<file path="src/rtl/alu_pkg.sv">
// Shared encodings and defaults for the ALU sequencing slice.
package alu_pkg;

  localparam int DATA_W_DEF  = 16;
  localparam int TIMEOUT_DEF = 8;

  typedef enum logic [1:0] {
    UNIT_ARITH = 2'b00,
    UNIT_LOGIC = 2'b01,
    UNIT_CMP   = 2'b10,
    UNIT_SHIFT = 2'b11
  } unit_e;

  typedef enum logic [1:0] {
    ST_IDLE  = 2'b00,
    ST_ISSUE = 2'b01,
    ST_WAIT  = 2'b10,
    ST_RESP  = 2'b11
  } state_e;

endpackage

</file>
<file path="src/rtl/alu_unit_decode.sv">
// Maps a unit select plus an issue strobe onto one-hot unit enables.
module alu_unit_decode (
  input  logic       issue,
  input  logic [1:0] unit,
  output logic [3:0] en
);

  always_comb begin
    en = '0;
    if (issue) en[unit] = 1'b1;
  end

endmodule

</file>
<file path="src/rtl/alu_op_sequencer.sv">
// Issues one ALU operation at a time to the selected unit, waits for its flag
// (with timeout) and returns the result over a valid/ready response channel.
module alu_op_sequencer
  import alu_pkg::*;
#(
  parameter int Data_In_Width  = DATA_W_DEF,
  parameter int Timeout_Cycles = TIMEOUT_DEF
) (
  input  logic                     CLK_in,
  input  logic                     RST_in,
  input  logic                     req_valid,
  output logic                     req_ready,
  input  logic [Data_In_Width-1:0] req_A,
  input  logic [Data_In_Width-1:0] req_B,
  input  logic [3:0]               req_fun,
  output logic [Data_In_Width-1:0] A_out,
  output logic [Data_In_Width-1:0] B_out,
  output logic [3:0]               alu_fun_out,
  output logic                     arith_En,
  output logic                     logic_En,
  output logic                     cmp_En,
  output logic                     shift_En,
  input  logic [Data_In_Width-1:0] arith_out,
  input  logic [Data_In_Width-1:0] logic_out,
  input  logic [Data_In_Width-1:0] cmp_out,
  input  logic [Data_In_Width-1:0] shift_out,
  input  logic                     arith_flag,
  input  logic                     logic_flag,
  input  logic                     cmp_flag,
  input  logic                     shift_flag,
  output logic                     rsp_valid,
  input  logic                     rsp_ready,
  output logic [Data_In_Width-1:0] rsp_data,
  output logic [1:0]               rsp_unit,
  output logic                     rsp_err
);

  localparam int CNT_W = $clog2(Timeout_Cycles + 1);
  localparam logic [CNT_W-1:0] CNT_MAX = CNT_W'(Timeout_Cycles);

  state_e                               state, state_nxt;
  logic [CNT_W-1:0]                     cnt;
  logic [1:0]                           sel_unit;
  logic [3:0]                           unit_flags;
  logic [3:0][Data_In_Width-1:0]        unit_outs;
  logic [3:0]                           en;
  logic                                 sel_flag;
  logic [Data_In_Width-1:0]             sel_out;

  assign sel_unit   = alu_fun_out[3:2];
  assign unit_flags = {shift_flag, cmp_flag, logic_flag, arith_flag};
  assign unit_outs  = {shift_out, cmp_out, logic_out, arith_out};
  // Only the unit we issued to is ever looked at; other flags are noise.
  assign sel_flag   = unit_flags[sel_unit];
  assign sel_out    = unit_outs[sel_unit];

  assign req_ready  = (state == ST_IDLE);
  assign rsp_valid  = (state == ST_RESP);

  alu_unit_decode u_dec (
    .issue (state == ST_ISSUE),
    .unit  (sel_unit),
    .en    (en)
  );

  assign arith_En = en[UNIT_ARITH];
  assign logic_En = en[UNIT_LOGIC];
  assign cmp_En   = en[UNIT_CMP];
  assign shift_En = en[UNIT_SHIFT];

  always_comb begin
    state_nxt = state;
    case (state)
      ST_IDLE:  if (req_valid) state_nxt = ST_ISSUE;
      ST_ISSUE: state_nxt = ST_WAIT;
      ST_WAIT:  if (sel_flag || cnt == CNT_MAX) state_nxt = ST_RESP;
      ST_RESP:  if (rsp_ready) state_nxt = ST_IDLE;
      default:  state_nxt = ST_IDLE;
    endcase
  end

  always_ff @(posedge CLK_in or negedge RST_in) begin
    if (!RST_in) begin
      state       <= ST_IDLE;
      cnt         <= '0;
      A_out       <= '0;
      B_out       <= '0;
      alu_fun_out <= '0;
      rsp_data    <= '0;
      rsp_unit    <= '0;
      rsp_err     <= 1'b0;
    end else begin
      state <= state_nxt;
      case (state)
        ST_IDLE: if (req_valid) begin
          A_out       <= req_A;
          B_out       <= req_B;
          alu_fun_out <= req_fun;
        end
        ST_ISSUE: cnt <= '0;
        // A flag on the final allowed cycle still beats the timeout.
        ST_WAIT: if (sel_flag) begin
          rsp_data <= sel_out;
          rsp_err  <= 1'b0;
          rsp_unit <= sel_unit;
        end else if (cnt == CNT_MAX) begin
          rsp_data <= '0;
          rsp_err  <= 1'b1;
          rsp_unit <= sel_unit;
        end else begin
          cnt <= cnt + 1'b1;
        end
        default: ;
      endcase
    end
  end

endmodule

</file>
<file path="config.mk">
export PLATFORM = sky130hd
export DESIGN_NAME = alu_op_sequencer
export DESIGN_NICKNAME = d
export VERILOG_FILES = /design/src/rtl/alu_pkg.sv /design/src/rtl/alu_unit_decode.sv /design/src/rtl/alu_op_sequencer.sv
export SDC_FILE = /design/constraint.sdc
export NUM_CORES = 1
export LEC_CHECK = 0
export BUFFER_PORTS_ARGS = -buffer_cell sky130_fd_sc_hd__buf_2
export CORE_ASPECT_RATIO = 1.4
export CORE_MARGIN = 2
export CORE_UTILIZATION = 48
export CTS_BUF_LIST = sky130_fd_sc_hd__clkbuf_16
export CTS_CLUSTER_SIZE = 16
export DETAILED_ROUTE_END_ITERATION = 10
export PLACE_DENSITY = 0.87
export SYNTH_ARGS = -nofsm -noshare
export SYNTH_HDL_FRONTEND = slang
export SYNTH_SLANG_ARGS = --single-unit
</file>
<file path="constraint.sdc">
create_clock -name CLK_in -period 3.44 [get_ports CLK_in]
set_input_delay 0.516 -clock CLK_in [delete_from_list [all_inputs] [get_ports CLK_in]]
set_output_delay 0.516 -clock CLK_in [all_outputs]
set_load 0.02 [all_outputs]
</file>
==> flow_metrics.tcl, run 1 <==
set metrics [dict create \
    placeableCoreArea_um2 6126 \
    grt_pass1_vias 2727 \
    cts_resized 0 \
    ioPinCount 169 \
    antenna_found_initial 0 \
    synth_fp_nets 347 \
    finalSetupViolCount 0 \
    drive_gt1_frac 0.6015 \
    row_count 34 \
    status "complete, no violations" \
    ys.flop_type "dfrtp_1" \
    cpPeakStageDelay_ns 0.41 \
    layout.cells.non_filler 476 \
    grt_max_degree 62 \
    startpoint_type "register" \
    hold_class "in -> async" \
    ys_ff_latch 61 \
    cts_hold_buf 0 \
    leakagePower_nw 2.114 \
    utilization 0.6744 \
    drv_slew 0 \
    grt_pass1_wl_um 12790 \
    drt-total-wl_um 7930 \
    rr_startpoint "alu_fun_out[2]" \
    powerDensity_nw_per_um2 977.2 \
    grt-ovfl-total 0 \
    slowest_stage "dfrtp_1" \
    post-cts-setup-buffer-count 0 \
    grt.total_usage 0.2410 \
    synth_cells 232 \
    final.setup.tns_ns 0 \
    critPathMaxFanout 7 \
    fin_crit_ns 2.112 \
    synthArstFlopShare 1.000 \
    fin_skew_ns 0.008667 \
    numClockSinks 61 \
    syn-cell-area_um2 2983 \
    synth-warning-count 0 \
    vias_per_cell 5.256 \
    gp_routability_congestion 0.7769 \
    num-nets-final 516 \
    relSlewSlack 0.5028 \
    dieArea_um2 6870 \
    yosysSeqAreaShare 0.5117 \
    crit_start "state[1]" \
    placedCellCount 462 \
    cp_cell_sequence "inv_1 -> ha_1 -> nor3b_1 -> buf_2" \
    drc 0 \
    tightest_slew_ns 0.7457 \
    ant_nets 0 \
    clock_latency_ns 0.32 \
    avgRoutedWirePerCell_um 16.66 \
    drtIter0Drc 162 \
    worstPathArrival_ns 1.60 \
    initial_core_util 0.4869 \
    synth-edff-count 0 \
    setup_ws_ns 1.328 \
    cts-root-buf "clkbuf_16" \
    finalHoldViolations 0 \
    ctsLongestPathBuffers 2 \
    numCtsBuffers 9 \
    clk_pin_slew_worst_paths_ns 0.05 \
    synth_cell_type_count 28 \
    place_hpwl_um 6110 \
    fillers 456 \
    n_antenna_cell 0 \
    io_buffers 168 \
    dieWidth_um 70.63 \
    syn_avg_cell_area_um2 12.86 \
    drt-pass1-iter-count 6 \
    holdWs_ns 0.3483 \
    pre_cts_ws_ns 1.252 \
    timing.fmax_mhz 473.5 \
    crit_type "reg -> out" \
    cts_tree "built" \
    post-route-period-util 0.6140 \
    vdd_ir_drop_max_mv 0.6151 \
    syn2layout_area_growth_pct 38.51 \
    drv_cap 0 \
    endpoint_kind "output port" \
    rsz0062_at_grt "no" \
    worstPathRequired_ns 2.92 \
    dieHeight_um 97.28 \
    dr_total_vias 2502 \
    htreeDepth 3 \
]
-- through the flow --
step	area, um2	total power [mW]
floorplan	2983	2.656
global placement	3884	3.217
detailed placement	3884	3.287
CTS	4131	4.074
global route	4131	4.282
finish	4131	4.037
-- layout by cell type (no fill, tap or decap), drive strengths merged, types with 2 or more instances in the layout --
master	synthesis	layout
nor2	4	4
nand2	6	6
o21a	3	3
o211ai	2	2
dfrtp	61	61
buf	5	173
o21ai	17	17
mux2i	2	2
clkinv	0	3
nand2b	3	3
clkbuf	10	9
mux4	17	17
mux2	39	39
nor3	2	2
a21oi	2	2
ha	7	7
inv	25	27
nand3	19	19
and3b	2	2
-- final timing paths --
kind / cells past startpoint / to / slack [ns]
worst max-delay path: 4 / arith_En / 1.33
min in group CLK_in: 2 / alu_fun_out[1] / 0.43
worst min-delay path: 2 / B_out[5] / 0.35
worst max register to register: 3 / state[1] / 1.48
worst min register to register: 1 / B_out[0] / 0.50
max in group asynchronous: 2 / state[0] / 2.60
-- kinds of logic (layout without fill, tap and decap cells) --
group | Yosys count | in the layout | synth area share
compound gates | 27 | 27 | 0.05537
fa+ha+maj | 7 | 7 | 0.02936
buf+inv | 40 | 212 | 0.05411
mux | 58 | 58 | 0.2823
simple gates | 39 | 39 | 0.06712
flops | 61 | 61 | 0.5117
-- registers in the layout, summed over array words and instances (netlist names) --
signal and count:
A_out 16, B_out 16, alu_fun_out 4, cnt 4
rsp_data 16, rsp_err 1, rsp_unit 2, state 2
-- worst max-delay path, delay by kind of cell (launching register included) --
kind	cells	cell delay (ns)
buf+inv	2	0.31
simple gates	1	0.21
flops	1	0.41
fa+ha+maj	1	0.34
-- cell type report --
type / instances / area [um2] / share of cell area
sequential: 61 / 1526 / 0.3695
multi-input combinational: 131 / 1295 / 0.3134
timing repair buffer: 173 / 878.3 / 0.2126
clock buffer: 9 / 225.2 / 0.05451
inverter: 25 / 93.84 / 0.02271
tap: 72 / 90.09 / 0.02180
clock inverter: 5 / 22.52 / 0.005451
-- synthesized netlist by cell type (2+ instances only) --
library cell,n,area [um2]
and3b_1,2,17.52
clkbuf_1,9,33.78
mux2_2,39,439.2
nand2b_1,3,18.77
o211ai_1,2,15.01
nand3_1,19,95.09
buf_2,2,10.01
inv_1,25,93.84
mux4_2,17,382.9
ha_1,7,87.58
nor2_1,4,15.01
a21oi_1,2,10.01
nand2_1,6,22.52
o21a_1,2,15.01
nor3_1,2,10.01
buf_1,2,7.510
mux2i_1,2,20.02
o21ai_0,17,85.08
dfrtp_1,61,1526
-- routing by layer --
metal	up-vias	track usage	share of wire
met2	121	0.3970	0.52
met4	0	0.09579	0.019
li1	1154	-	-
met1	1211	0.2733	0.38
met5	-	0	0
met3	16	0.1058	0.090
-- power by group --
part	leakage [nW]	internal (mW)	switching (mW)
registers	0.738	1.07	0.201
clock network	0.133	0.468	0.294
logic	1.24	0.855	1.14
Power figures use the tool's default switching activity.
==> run 2: changes to the inputs <==
Settings changed: CORE_UTILIZATION 48 to 44, PLACE_DENSITY 0.87 to 0.81.
Clock period 3.44 ns to 2.1 ns, I/O delays scaled along.
==> flow_metrics.tcl, run 2 (synthesis gave the netlist of run 1 again) <==
set metrics [dict create \
    status "complete, no violations" \
    gp_routability_congestion 0.8369 \
    top_regs "A_out x16, B_out x16, rsp_data x16" \
    tightest_slew_ns 0.5132 \
    leakagePower_nw 2.167 \
    ioPinCount 169 \
    drt-pass1-iter-count 4 \
    drtIter0Drc 132 \
    placeableCoreArea_um2 6569 \
    startpoint_type "register" \
    post-route-period-util 0.9049 \
    final.setup.tns_ns 0 \
    drv_slew 0 \
    vias_per_cell 5.242 \
    timing.fmax_mhz 526.3 \
    worstPathArrival_ns 2.10 \
    endpoint_kind "register" \
    syn2layout_area_growth_pct 42.11 \
    fin_crit_ns 1.900 \
    p_total_mw 6.957 \
    place_hpwl_um 6204 \
    fin_skew_ns 0.004176 \
    hold_depth 2 \
    drc 0 \
    avgRoutedWirePerCell_um 16.72 \
    clock_latency_ns 0.32 \
    grt-ovfl-total 0 \
    io_buffers 168 \
    grt_max_degree 37 \
    fillers 523 \
    crit_start "alu_fun_out[2]" \
    dieArea_um2 7463 \
    dieWidth_um 73.59 \
    ff2ff_setup_slack_ns 0.20 \
    n_antenna_cell 0 \
    reg2reg_to "state[1]" \
    place_area_um2 3921 \
    layout_commonest_cell "buf_2" \
    dieHeight_um 101.4 \
    vdd_ir_drop_max_mv 0.7686 \
    dr_total_vias 2537 \
    design_area_um2 4239 \
    finalHoldViolations 0 \
    rsz0062_at_grt "no" \
    numCtsBuffers 9 \
    drt-total-wl_um 8091 \
    htreeDepth 3 \
    powerDensity_nw_per_um2 1641 \
    cts-root-buf "clkbuf_16" \
    grt_pass1_vias 2650 \
    antenna_found_initial 0 \
    row_count 35 \
    ctsLongestPathBuffers 2 \
    drv_cap 0 \
    numClockSinks 61 \
    worstPathRequired_ns 2.30 \
    worst_hold_path.endpoint "A_out[2]" \
    drive_gt1_frac 0.6049 \
    grt_pass1_wl_um 12450 \
    rr_startpoint "alu_fun_out[2]" \
    final_cell_mix "buf_2 (168), dfrtp_1 (61), mux2_2 (39), inv_1 (27), nand3_1 (19)" \
    critPathMaxFanout 16 \
    grt.total_usage 0.2214 \
    relSlewSlack 0.6578 \
    finalSetupViolCount 0 \
    initial_core_util 0.4541 \
    num-nets-final 520 \
    hold_class "in -> reg" \
    cts_tree "built" \
    reg2reg_depth 3 \
    clk_pin_slew_worst_paths_ns 0.05 \
    hp-start "req_A[2]" \
    crit_type "reg -> reg" \
    ant_nets 0 \
]
## run 2: cell count changes in the layout (fill, tap and decap cells not counted), sizes merged
cell / change
dlygate4sd3: +1
buf: +3
bufinv: +2
## run 2: layout make-up
type	count	area, um2	area share
clock buffers	9	225.2	0.05313
clock inverters	7	82.58	0.01948
flip-flops and latches	61	1526	0.3601
multi-input cells	131	1295	0.3055
inverters	25	93.84	0.02214
well taps	74	92.59	0.02184
repair buffers	177	923.4	0.2178
## run 2: critical path: stages, from the launching register on
cell and delay (ns):
dfrtp_1 0.37, mux4_2 0.68, o311ai_2 0.36, mux2_2 0.38
## run 2: metal layers
layer / global-route usage / routed length [um] / vias up
met5: 0 / 0 / -
met4: 0.09790 / 165 / 0
met1: 0.2859 / 3246 / 1251
li1: - / - / 1165
met2: 0.3523 / 4201 / 104
met3: 0.05274 / 477 / 17
## run 2: how the worst max path moves through the flow
stage	endpoint	slack (ns)	cells after the start
floorplan	state[1]	0.18	4
global placement	state[1]	0.22	4
detailed placement	state[1]	0.19	4
CTS	arith_En	0.19	4
global route	arith_En	0.04	4
finish	state[1]	0.20	3
## run 2: power breakdown
part	internal [mW]	switching (mW)
registers	1.76	0.303
logic	1.45	1.93
clock network	1.02	0.490
total	4.23	2.73
## run 2: timing repair
action                     4_1_cts  5_1_grt
setup buffers                    0        0
setup endpoints to repair        0        0
hold endpoints to repair        21        0
resized for setup                0        0
hold buffers                     1        0
## run 2: through the flow
stage               utilization  hold slack, ns  std cells  setup slack (ns)
finish                   0.6453          0.2261        484            0.1998
global route             0.6453          0.2182        484           0.03867
CTS                      0.6453          0.2209        484            0.1862
detailed placement       0.5970          0.3063        467            0.1924
global placement         0.5970          0.3153        467            0.2217
floorplan                     -         0.01941        232            0.1769
==> run 3: changes to the inputs <==
Settings changed: REMOVE_ABC_BUFFERS from default to 1.
==> flow_metrics.tcl, run 3 (synthesis gave the netlist of run 1 again) <==
set metrics [dict create \
    top_regs "A_out x16, B_out x16, rsp_data x16" \
    grt_max_degree 35 \
    row_count 35 \
    grt-ovfl-total 0 \
    post-route-period-util 0.9060 \
    crit_buf_inv 2 \
    clk_pin_slew_worst_paths_ns 0.06 \
    numCtsBuffers 9 \
    syn2layout_area_growth_pct 42.41 \
    drv_slew 0 \
    timing.fmax_mhz 525.6 \
    crit_type "reg -> out" \
    n_antenna_cell 0 \
    cts-root-buf "clkbuf_16" \
    final.setup.tns_ns 0 \
    holdWs_ns 0.2254 \
    cpLargestDelayFamily "flip-flops" \
    worstPathRequired_ns 1.78 \
    cpPeakStageDelay_ns 0.41 \
    vdd_ir_drop_max_mv 0.9086 \
    avgRoutedWirePerCell_um 15.17 \
    tightest_slew_ns 0.3925 \
    fin_crit_ns 1.903 \
    drc 0 \
    setup_ws_ns 0.1973 \
    numClockSinks 61 \
    powerDensity_nw_per_um2 1630 \
    ant_nets 0 \
    grt_pass1_vias 2373 \
    layout.cells.non_filler 483 \
    antenna_found_initial 0 \
    final_cell_mix "buf_2 (168), dfrtp_1 (61), mux2_2 (39), inv_1 (25), nand3_1 (19)" \
    num-nets-final 519 \
    regArea_um2 1526 \
    relSlewSlack 0.7363 \
    io_buffers 168 \
    finalSetupViolCount 0 \
    pre_cts_ws_ns 0.2657 \
    drv_cap 0 \
    layout_commonest_cell "buf_2" \
    vias_per_cell 5.029 \
    initial_core_util 0.4541 \
    finalHoldViolations 0 \
    placedCellCount 466 \
    dieWidth_um 73.59 \
    worstPathArrival_ns 1.59 \
    cts_resized 0 \
    status "complete, no violations" \
    hold_class "in -> reg" \
    endpoint_kind "output port" \
    gp_routability_congestion 0.7612 \
    fin_skew_ns 0.006321 \
    ioPinCount 169 \
    placeableCoreArea_um2 6569 \
    clock_latency_ns 0.32 \
    cts_tree "built" \
    grt_pass1_wl_um 11210 \
    multi_input_area_um2 1295 \
    slowest_stage "dfrtp_1" \
    critPathMaxFanout 7 \
    drt-total-wl_um 7329 \
    grt.total_usage 0.1968 \
    dr_total_vias 2429 \
    p_total_mw 6.923 \
    drt-pass1-iter-count 4 \
    drive_gt1_frac 0.6088 \
    ctsLongestPathBuffers 2 \
    leakagePower_nw 2.156 \
    dieArea_um2 7463 \
    rsz0062_at_grt "no" \
    place_hpwl_um 5761 \
    cp_cell_sequence "inv_1 -> ha_1 -> nor3b_1 -> buf_2" \
    drtIter0Drc 39 \
    fillers 513 \
    startpoint_type "register" \
    dieHeight_um 101.4 \
    htreeDepth 3 \
]
## run 3: path summary, 6_finish.rpt
path                                 from           to  slack, ns  cells after the start
max in group asynchronous          RST_in  rsp_data[1]       0.99                      3
min                              req_A[3]     A_out[3]       0.23                      2
min in group asynchronous          RST_in    A_out[13]       0.44                      2
max reg2reg                alu_fun_out[2]     state[1]       0.28                      3
min reg2reg                      A_out[7]     A_out[7]       0.50                      1
max                              state[1]     arith_En       0.20                      4
## run 3: worst register-to-register path: stages, from the launching register on
cell and delay, ns:
dfrtp_1 0.36, mux4_2 0.64, o311ai_2 0.33, mux2_2 0.38
## run 3: final cells by class
cell class                 instances  share of cell area
clock inverter                     7             0.02327
sequential                        61              0.3594
timing repair buffer             176              0.2156
inverter                          25             0.02209
tap                               74             0.02180
multi-input combinational        131              0.3049
clock buffer                       9             0.05302
## run 3: per-layer routing
metal	vias to the layer above	GRT usage	wire length [um]
met4	0	0.06294	76
li1	1169	-	-
met2	123	0.3338	3783
met1	1129	0.2470	2966
met3	8	0.04577	504
met5	-	0	0
## run 3: stage by stage
step,instance area (um2),utilization
2_1_floorplan,2915,-
3_3_place_gp,3914,0.5958
3_5_place_dp,3914,0.5958
4_1_cts,4248,0.6467
5_1_grt,4248,0.6467
6_report,4248,0.6467
## run 3: what timing repair did
| item | 4_1_cts | 5_1_grt |
|---|---|---|
| hold endpoints to repair | 14 | 0 |
| buffers inserted | 0 | 0 |
| hold buffers | 1 | 0 |
## run 3: power by group
group / internal (mW) / switching [mW] / total, mW
clock: 1.04 / 0.525 / 1.57
sequential: 1.76 / 0.284 / 2.04
combinational: 1.43 / 1.88 / 3.31
total: 4.24 / 2.69 / 6.92
